==> src/rtl/idli_uart_arb_m.sv <==
// Round-robin nibble arbiter sharing one UART TX among NUM_REQ requesters; zero-cycle req->tx path, byte = acp cycle + HI cycle.
// Backpressure: a requester holds vld until acp; optional lock (IDLI_UARB_LOCK_EN) keeps the grant across bytes.
module idli_uart_arb_m #(
  parameter int NUM_REQ = 2
) (
  input  logic                         i_uarb_gck,
  input  logic                         i_uarb_rst,
  input  logic [NUM_REQ-1:0]           i_uarb_req_vld,
  input  logic [NUM_REQ-1:0][3:0]      i_uarb_req_data,
  input  logic [NUM_REQ-1:0]           i_uarb_req_lock,
  output logic [NUM_REQ-1:0]           o_uarb_req_acp,
  output logic [NUM_REQ-1:0]           o_uarb_req_hi,
  output logic [3:0]                   o_uarb_tx,
  output logic                         o_uarb_tx_vld,
  input  logic                         i_uarb_tx_acp,
  output logic                         o_uarb_busy,
  output logic [$clog2(NUM_REQ)-1:0]   o_uarb_gnt
);

  localparam int GNT_W = $clog2(NUM_REQ);

  localparam logic [1:0] S_ARB    = 2'd0;
  localparam logic [1:0] S_HI     = 2'd1;
  localparam logic [1:0] S_LOCKED = 2'd2;

  localparam logic [NUM_REQ-1:0] ONE    = {{(NUM_REQ-1){1'b0}}, 1'b1};
  localparam logic [GNT_W-1:0]   LAST_R = GNT_W'(NUM_REQ-1);

  logic [1:0]       r_fsm;
  logic [GNT_W-1:0] r_rr_ptr;
  logic [GNT_W-1:0] r_owner;
  logic             r_lock_q;

  logic [GNT_W-1:0] w_winner;
  logic             w_any;
  logic [GNT_W-1:0] w_sel;
  logic             w_tx_vld;
  logic             w_take;
  logic             w_lock_sel;
  logic             w_in_hi;

  // Search upward from rr_ptr with wrap; the lowest offset found last wins.
  always_comb begin
    w_winner = r_rr_ptr;
    w_any    = 1'b0;
    for (int k = NUM_REQ - 1; k >= 0; k--) begin
      logic [GNT_W-1:0] idx;
      idx = GNT_W'((int'(r_rr_ptr) + k) % NUM_REQ);
      if (i_uarb_req_vld[idx]) begin
        w_winner = idx;
        w_any    = 1'b1;
      end
    end
  end

  always_comb begin
    w_sel    = r_owner;
    w_tx_vld = 1'b0;
    case (r_fsm)
      S_HI:     w_sel = r_owner;
      S_LOCKED: w_tx_vld = i_uarb_req_vld[r_owner];
      default: begin
        w_sel    = w_winner;
        w_tx_vld = w_any;
      end
    endcase
  end

  assign w_in_hi = (r_fsm == S_HI);
  assign w_take  = w_tx_vld & i_uarb_tx_acp & ~i_uarb_rst;

`ifdef IDLI_UARB_LOCK_EN
  assign w_lock_sel  = i_uarb_req_lock[w_sel];
  assign o_uarb_busy = (r_fsm == S_LOCKED) | (w_in_hi & r_lock_q);
`else
  logic w_unused_lock;
  assign w_unused_lock = ^i_uarb_req_lock;
  assign w_lock_sel    = 1'b0;
  assign o_uarb_busy   = 1'b0;
`endif

  assign o_uarb_tx_vld  = w_tx_vld;
  assign o_uarb_tx      = (w_in_hi | w_tx_vld) ? i_uarb_req_data[w_sel] : 4'h0;
  assign o_uarb_req_acp = w_take ? (ONE << w_sel) : '0;
  assign o_uarb_req_hi  = w_in_hi ? (ONE << r_owner) : '0;
  assign o_uarb_gnt     = i_uarb_rst ? '0 : w_sel;

  always_ff @(posedge i_uarb_gck or posedge i_uarb_rst) begin
    if (i_uarb_rst) begin
      r_fsm    <= S_ARB;
      r_rr_ptr <= '0;
      r_owner  <= '0;
      r_lock_q <= 1'b0;
    end else begin
      case (r_fsm)
        S_HI: r_fsm <= r_lock_q ? S_LOCKED : S_ARB;
        default: begin
          if (w_take) begin
            r_owner  <= w_sel;
            r_lock_q <= w_lock_sel;
            r_rr_ptr <= (w_sel == LAST_R) ? '0 : w_sel + 1'b1;
            r_fsm    <= S_HI;
          end else if ((r_fsm == S_LOCKED) && !i_uarb_req_vld[r_owner] && !w_lock_sel) begin
            r_fsm <= S_ARB;
          end
        end
      endcase
    end
  end

endmodule

==> config.mk <==
export PLATFORM = sky130hd
export DESIGN_NAME = idli_uart_arb_m
export DESIGN_NICKNAME = d
export VERILOG_FILES = /design/src/rtl/idli_uart_arb_m.sv
export SDC_FILE = /design/constraint.sdc
export NUM_CORES = 1
export LEC_CHECK = 0
export ABC_AREA = 1
export CAP_MARGIN = 20
export CORE_AREA = 4 4 41 43
export CTS_BUF_LIST = sky130_fd_sc_hd__clkbuf_16
export DETAILED_ROUTE_END_ITERATION = 10
export DIE_AREA = 0 0 45 47
export PLACE_DENSITY = 0.72
export SETUP_SLACK_MARGIN = 0.3
export SLEW_MARGIN = 20
export SYNTH_ARGS = -nofsm -noshare
export SYNTH_HDL_FRONTEND = slang
export SYNTH_SLANG_ARGS = --single-unit
==> constraint.sdc <==
create_clock -name i_uarb_gck -period 2.6 [get_ports i_uarb_gck]
set_input_delay 0.52 -clock i_uarb_gck [delete_from_list [all_inputs] [get_ports i_uarb_gck]]
set_output_delay 0.52 -clock i_uarb_gck [all_outputs]
set_load 0.02 [all_outputs]
Word-level counts from Yosys, hierarchy flattened. Cells that the tools add are included.

Bits in registers: 4. Latch bits: 0. Bits in writable memories: 0. Memory bits (read-only): 0. Input port bits: 15. Output and inout port bits: 11. Word-level logic and storage cells: 45. Memories: 0.

Add/subtract/negate cells: 2. $mul: 0. Divide/modulo/power cells: 0. Order comparisons: 4. Eq/ne operators: 2. Shifts and indexed selects: 2. Multiplexer cells: 22. Bitwise gates (word level): 5. Reduce and logical (&&, ||, !) cells: 5.

Operator list (count): 1-bit two-way mux (13); 4-bit two-way mux (3); 2-bit two-way mux (5); 1-bit by 2-bit < comparator with 1-bit output (second input constant) (4); 1-bit by 1-bit << shifter with 2-bit output (first input constant) (2); 3-bit nonzero test (1); 1-bit adder (second input constant) (2); 1-bit bitwise AND (2); 2-bit by 1-bit equality test with 1-bit output (second input constant) (1); 2-bit equality test (second input constant) (1); 1-bit NOT (2); 1-bit case mux with 2 select lines (1); 2-bit AND reduction (1); 2-bit OR reduction (1); 1-bit logical AND (1); 1-bit zero test (1); 1-bit OR (1).

Depth between registers and ports, before layout.
Word-level depth: 10. Mapped depth: 6. Depth with buffers taken out: 6.

Worst setup path before layout. Ideal clock, no wire load.

Kind: input-to-output. From: input i_uarb_rst. To: output o_uarb_req_acp[0]. Arrival time: 1262 ps. Data required time: 2080 ps. Slack: 818 ps. Cell stages on the path: 5. Cell sequence: inv_1 -> nand2_1 -> nor2_1 -> inv_1 -> a21oi_1.

Word-level cells in the longest chain between the ends: 3.

RTL lines: start: declaration (line 7) `input logic i_uarb_rst,`; 1-bit NOT (line 70) `assign w_take = w_tx_vld & i_uarb_tx_acp & ~i_uarb_rst;`; 1-bit bitwise AND (line 70); 2-bit two-way mux (line 84) `assign o_uarb_req_acp = w_take ? (ONE << w_sel) : '0;`; end: declaration (line 11) `output logic [NUM_REQ-1:0] o_uarb_req_acp,`.

Every way passes these cells.

Final worst setup path.
From: input i_uarb_req_vld[0]. To: output o_uarb_req_acp[0].

Word-level cells in the longest chain between the ends: 8.

RTL lines: start: declaration (line 8) `input logic [NUM_REQ-1:0] i_uarb_req_vld,`; 1-bit two-way mux (implied by the code) (2 in series) (line 49) `if (i_uarb_req_vld[idx]) begin`; 1-bit two-way mux (2 in series) (line 49); 1-bit case mux with 2 select lines (line 59) `case (r_fsm)`; 1-bit bitwise AND (2 in series) (line 70); 2-bit two-way mux * (line 84).

Every way passes the cells marked *; elsewhere a longest branch is shown, timed or not. The select of a mux whose other input is x is not followed.

==> metrics <==
CTS H-tree depth 1; CTS Hold Buffers Added 0; synth-to-layout area growth 109.6%; Skew-Pair Late Insertion Delay approximately 0.22 ns; Via-to-Cell Ratio 4.295; largest area contributor in the netlist dfrtp_1; sequential share of power ~15%; clk slew on worst S/H paths ~0.03 ns; Final Hold Viols 0; first-pass GRT wire length 1621 µm; Max rail drop VDD ~0.00048 V; Core Rows 13; DR pass1 iterations 4; most common cell after layout, fill and taps aside clkdlybuf4s50_1; Synth Instances a little over 50; fin crit share between 80% and 90%; PD cells approximately 720 mW/mm²; GRT overflow 0; I/O Pins 26; RSZ-0062 raised after global routing no; synth unique cells 14; Num CTS Buffers 3; R2R depth 7; TritonCTS clock tree built; worst clock skew ~0.00060 ns; internal power between 300 and 400 µW; Worst path max stage delay 0.50 ns; initial drt markers 7; Placed Cells incl. Taps 90; Post-CTS Setup Inserts 0; most frequent cells in the layout clkdlybuf4s50_1, inv_1, nand2_1, nor2_1, buf_4; Die H 47 µm; Yosys warning count 0; critical path endpoint category primary output; die width approximately 45 µm; Finished Cell Area a little over 600 µm²; P_leak about 0.00034 µW; Post-Syn Area 287.8 µm²; Critical Path RT 2.08 ns; wire per inst 10.52 µm; share of layout cells above drive strength 1 26.25%; Min Hold Slack about 0.53 ns; fin crit period 2.199 ns; Setup Total Neg Slack 0 ns; largest cells by area after synthesis dfrtp_1, inv_1, nor2_1; vias in the first global route 413; Core Region approximately 0.0013 mm²; status finished, final reports clean; final RePlAce weighted congestion roughly 0.70; Post-DRT Antenna Nets 0; Post-Place Cell Area roughly 540 µm²; flops & latches, synth 3; Fmax approximately 450 MHz; Data arrival, critical path ~1.7 ns; share of the synthesized area in the top cell type 26.09%; n_diodes 0; max-slew violation count 0; Comb pwr share between 20 and 30%; initial core utilization 22.12%; die area 0.002115 mm²; crit path kind in2out; WHS Path Cells 2; worst-path cell with the longest stage delay clkdlybuf4s50_1; initial antenna violation count 0; Critical Path Start Type input pin; sw frac between 20% and 30%; CTS Buffer Depth 2; Setup Viol. Count Final 0; hold crit path type reg2reg; Fill cells about 150; DRC 0; largest net degree at the start of global routing 12; Psw about 120 µW; Seq/Total Area, Yosys 26.09%; syn_nets 66; Critical Path Fanout Max 4; I/O Buffers 22; Vias approximately 400; DP HPWL 683.8 µm; ordered cell list for the critical path clkdlybuf4s50_1 -> o21ai_1 -> nor2_1 -> inv_1 -> a21oi_1 -> buf_2; final WL ~1000 µm; maximum capacitance violations 0; Clock Sinks 3; Avg Inst Size Synth 5.643 µm²; GRT Total Usage 11.01%; CTS Root Cell clkbuf_16; Non-Filler Instances 95; post-layout net count 96; Clock power frac 55.2%
[critical path, delay by kind of cell]
| kind | cells | cell delay, ns |
|---|---|---|
| buffers and inverters | 3 | 0.79 |
| AOI/OAI and AO/OA | 2 | 0.24 |
| and+or+nand+nor | 1 | 0.14 |
[power groups by stage]
stage	Combinational (µW)	Clock, µW	Sequential (µW)
floorplan	72.7	0	60.5
global placement	134	0	61.6
detailed placement	136	0	62.7
CTS	135	243	63.9
global route	145	246	67.0
finish	131	241	65.0
[routing by layer]
layer	part of all wire, %	routed length [µm]	up-vias	track usage (%)
li1	-	-	209	-
met1	40	402	180	10.98
met2	48	479	17	19.49
met3	9.6	96	2	3.831
met4	2.0	20	0	7.018
met5	0	0	-	0
[synth_stat cells, drive strengths merged]
library cell / count
nor2: 10
or2: 1
dfrtp: 3
a21oi: 6
inv: 11
buf: 2
o21ai: 3
conb: 1
nand3: 4
nand2: 10
[timing repair]
| item | 4_1_cts | 5_1_grt |
|---|---|---|
| pin swaps | 3 | 0 |
| hold endpoints to repair | 0 | 0 |
| gates cloned | 1 | 0 |
| endpoints found under the setup margin | 8 | 8 |
| resized for setup | 24 | 12 |
[per-stage QoR]
step	power [µW]	utilization [%]	setup slack, ns
after global routing	457.3	46.35	0.2888
after detailed placement	198.4	41.35	-0.1857
after CTS	441.4	48.65	0.2614
after global placement	195.6	41.35	-0.1007
final	436.4	46.35	0.4014
after floorplan	133.1	-	0.8182
[path summary, 6_finish.rpt]
path                                         from  slack (ns)                end
worst max-delay path            i_uarb_req_vld[0]        0.40  o_uarb_req_acp[0]
worst min-delay path                      r_owner        0.53            r_owner
worst max register to register           r_fsm[0]        1.40           r_rr_ptr
worst min register to register            r_owner        0.53            r_owner
max in group asynchronous              i_uarb_rst        1.90            r_owner
min in group asynchronous              i_uarb_rst        0.60           r_fsm[0]
[flip-flops by register name, indices dropped and copies added (netlist names)]
signal / count
r_rr_ptr: 1
r_fsm: 1
r_owner: 1
[kinds of logic (layout without fill, tap and decap cells)]
family	after synthesis	after routing	share of synthesized area (%)
AND/OR/NAND/NOR	25	26	36.09
buffers and inverters	13	41	20.87
AO/OA/AOI/OAI	9	9	15.65
flip-flops	3	3	26.09
other	1	1	1.303
[cell type report]
| type | instances | area, µm² | share of cell area, % |
|---|---|---|---|
| sequential | 3 | 75.07 | 12.45 |
| clock buffer | 3 | 75.07 | 12.45 |
| inverter | 11 | 41.29 | 6.846 |
| multi-input combinational | 36 | 171.4 | 28.42 |
| tap | 15 | 18.77 | 3.112 |
| clock inverter | 1 | 3.754 | 0.6224 |
| timing repair buffer | 26 | 217.7 | 36.10 |
Power figures use the tool's default switching activity.
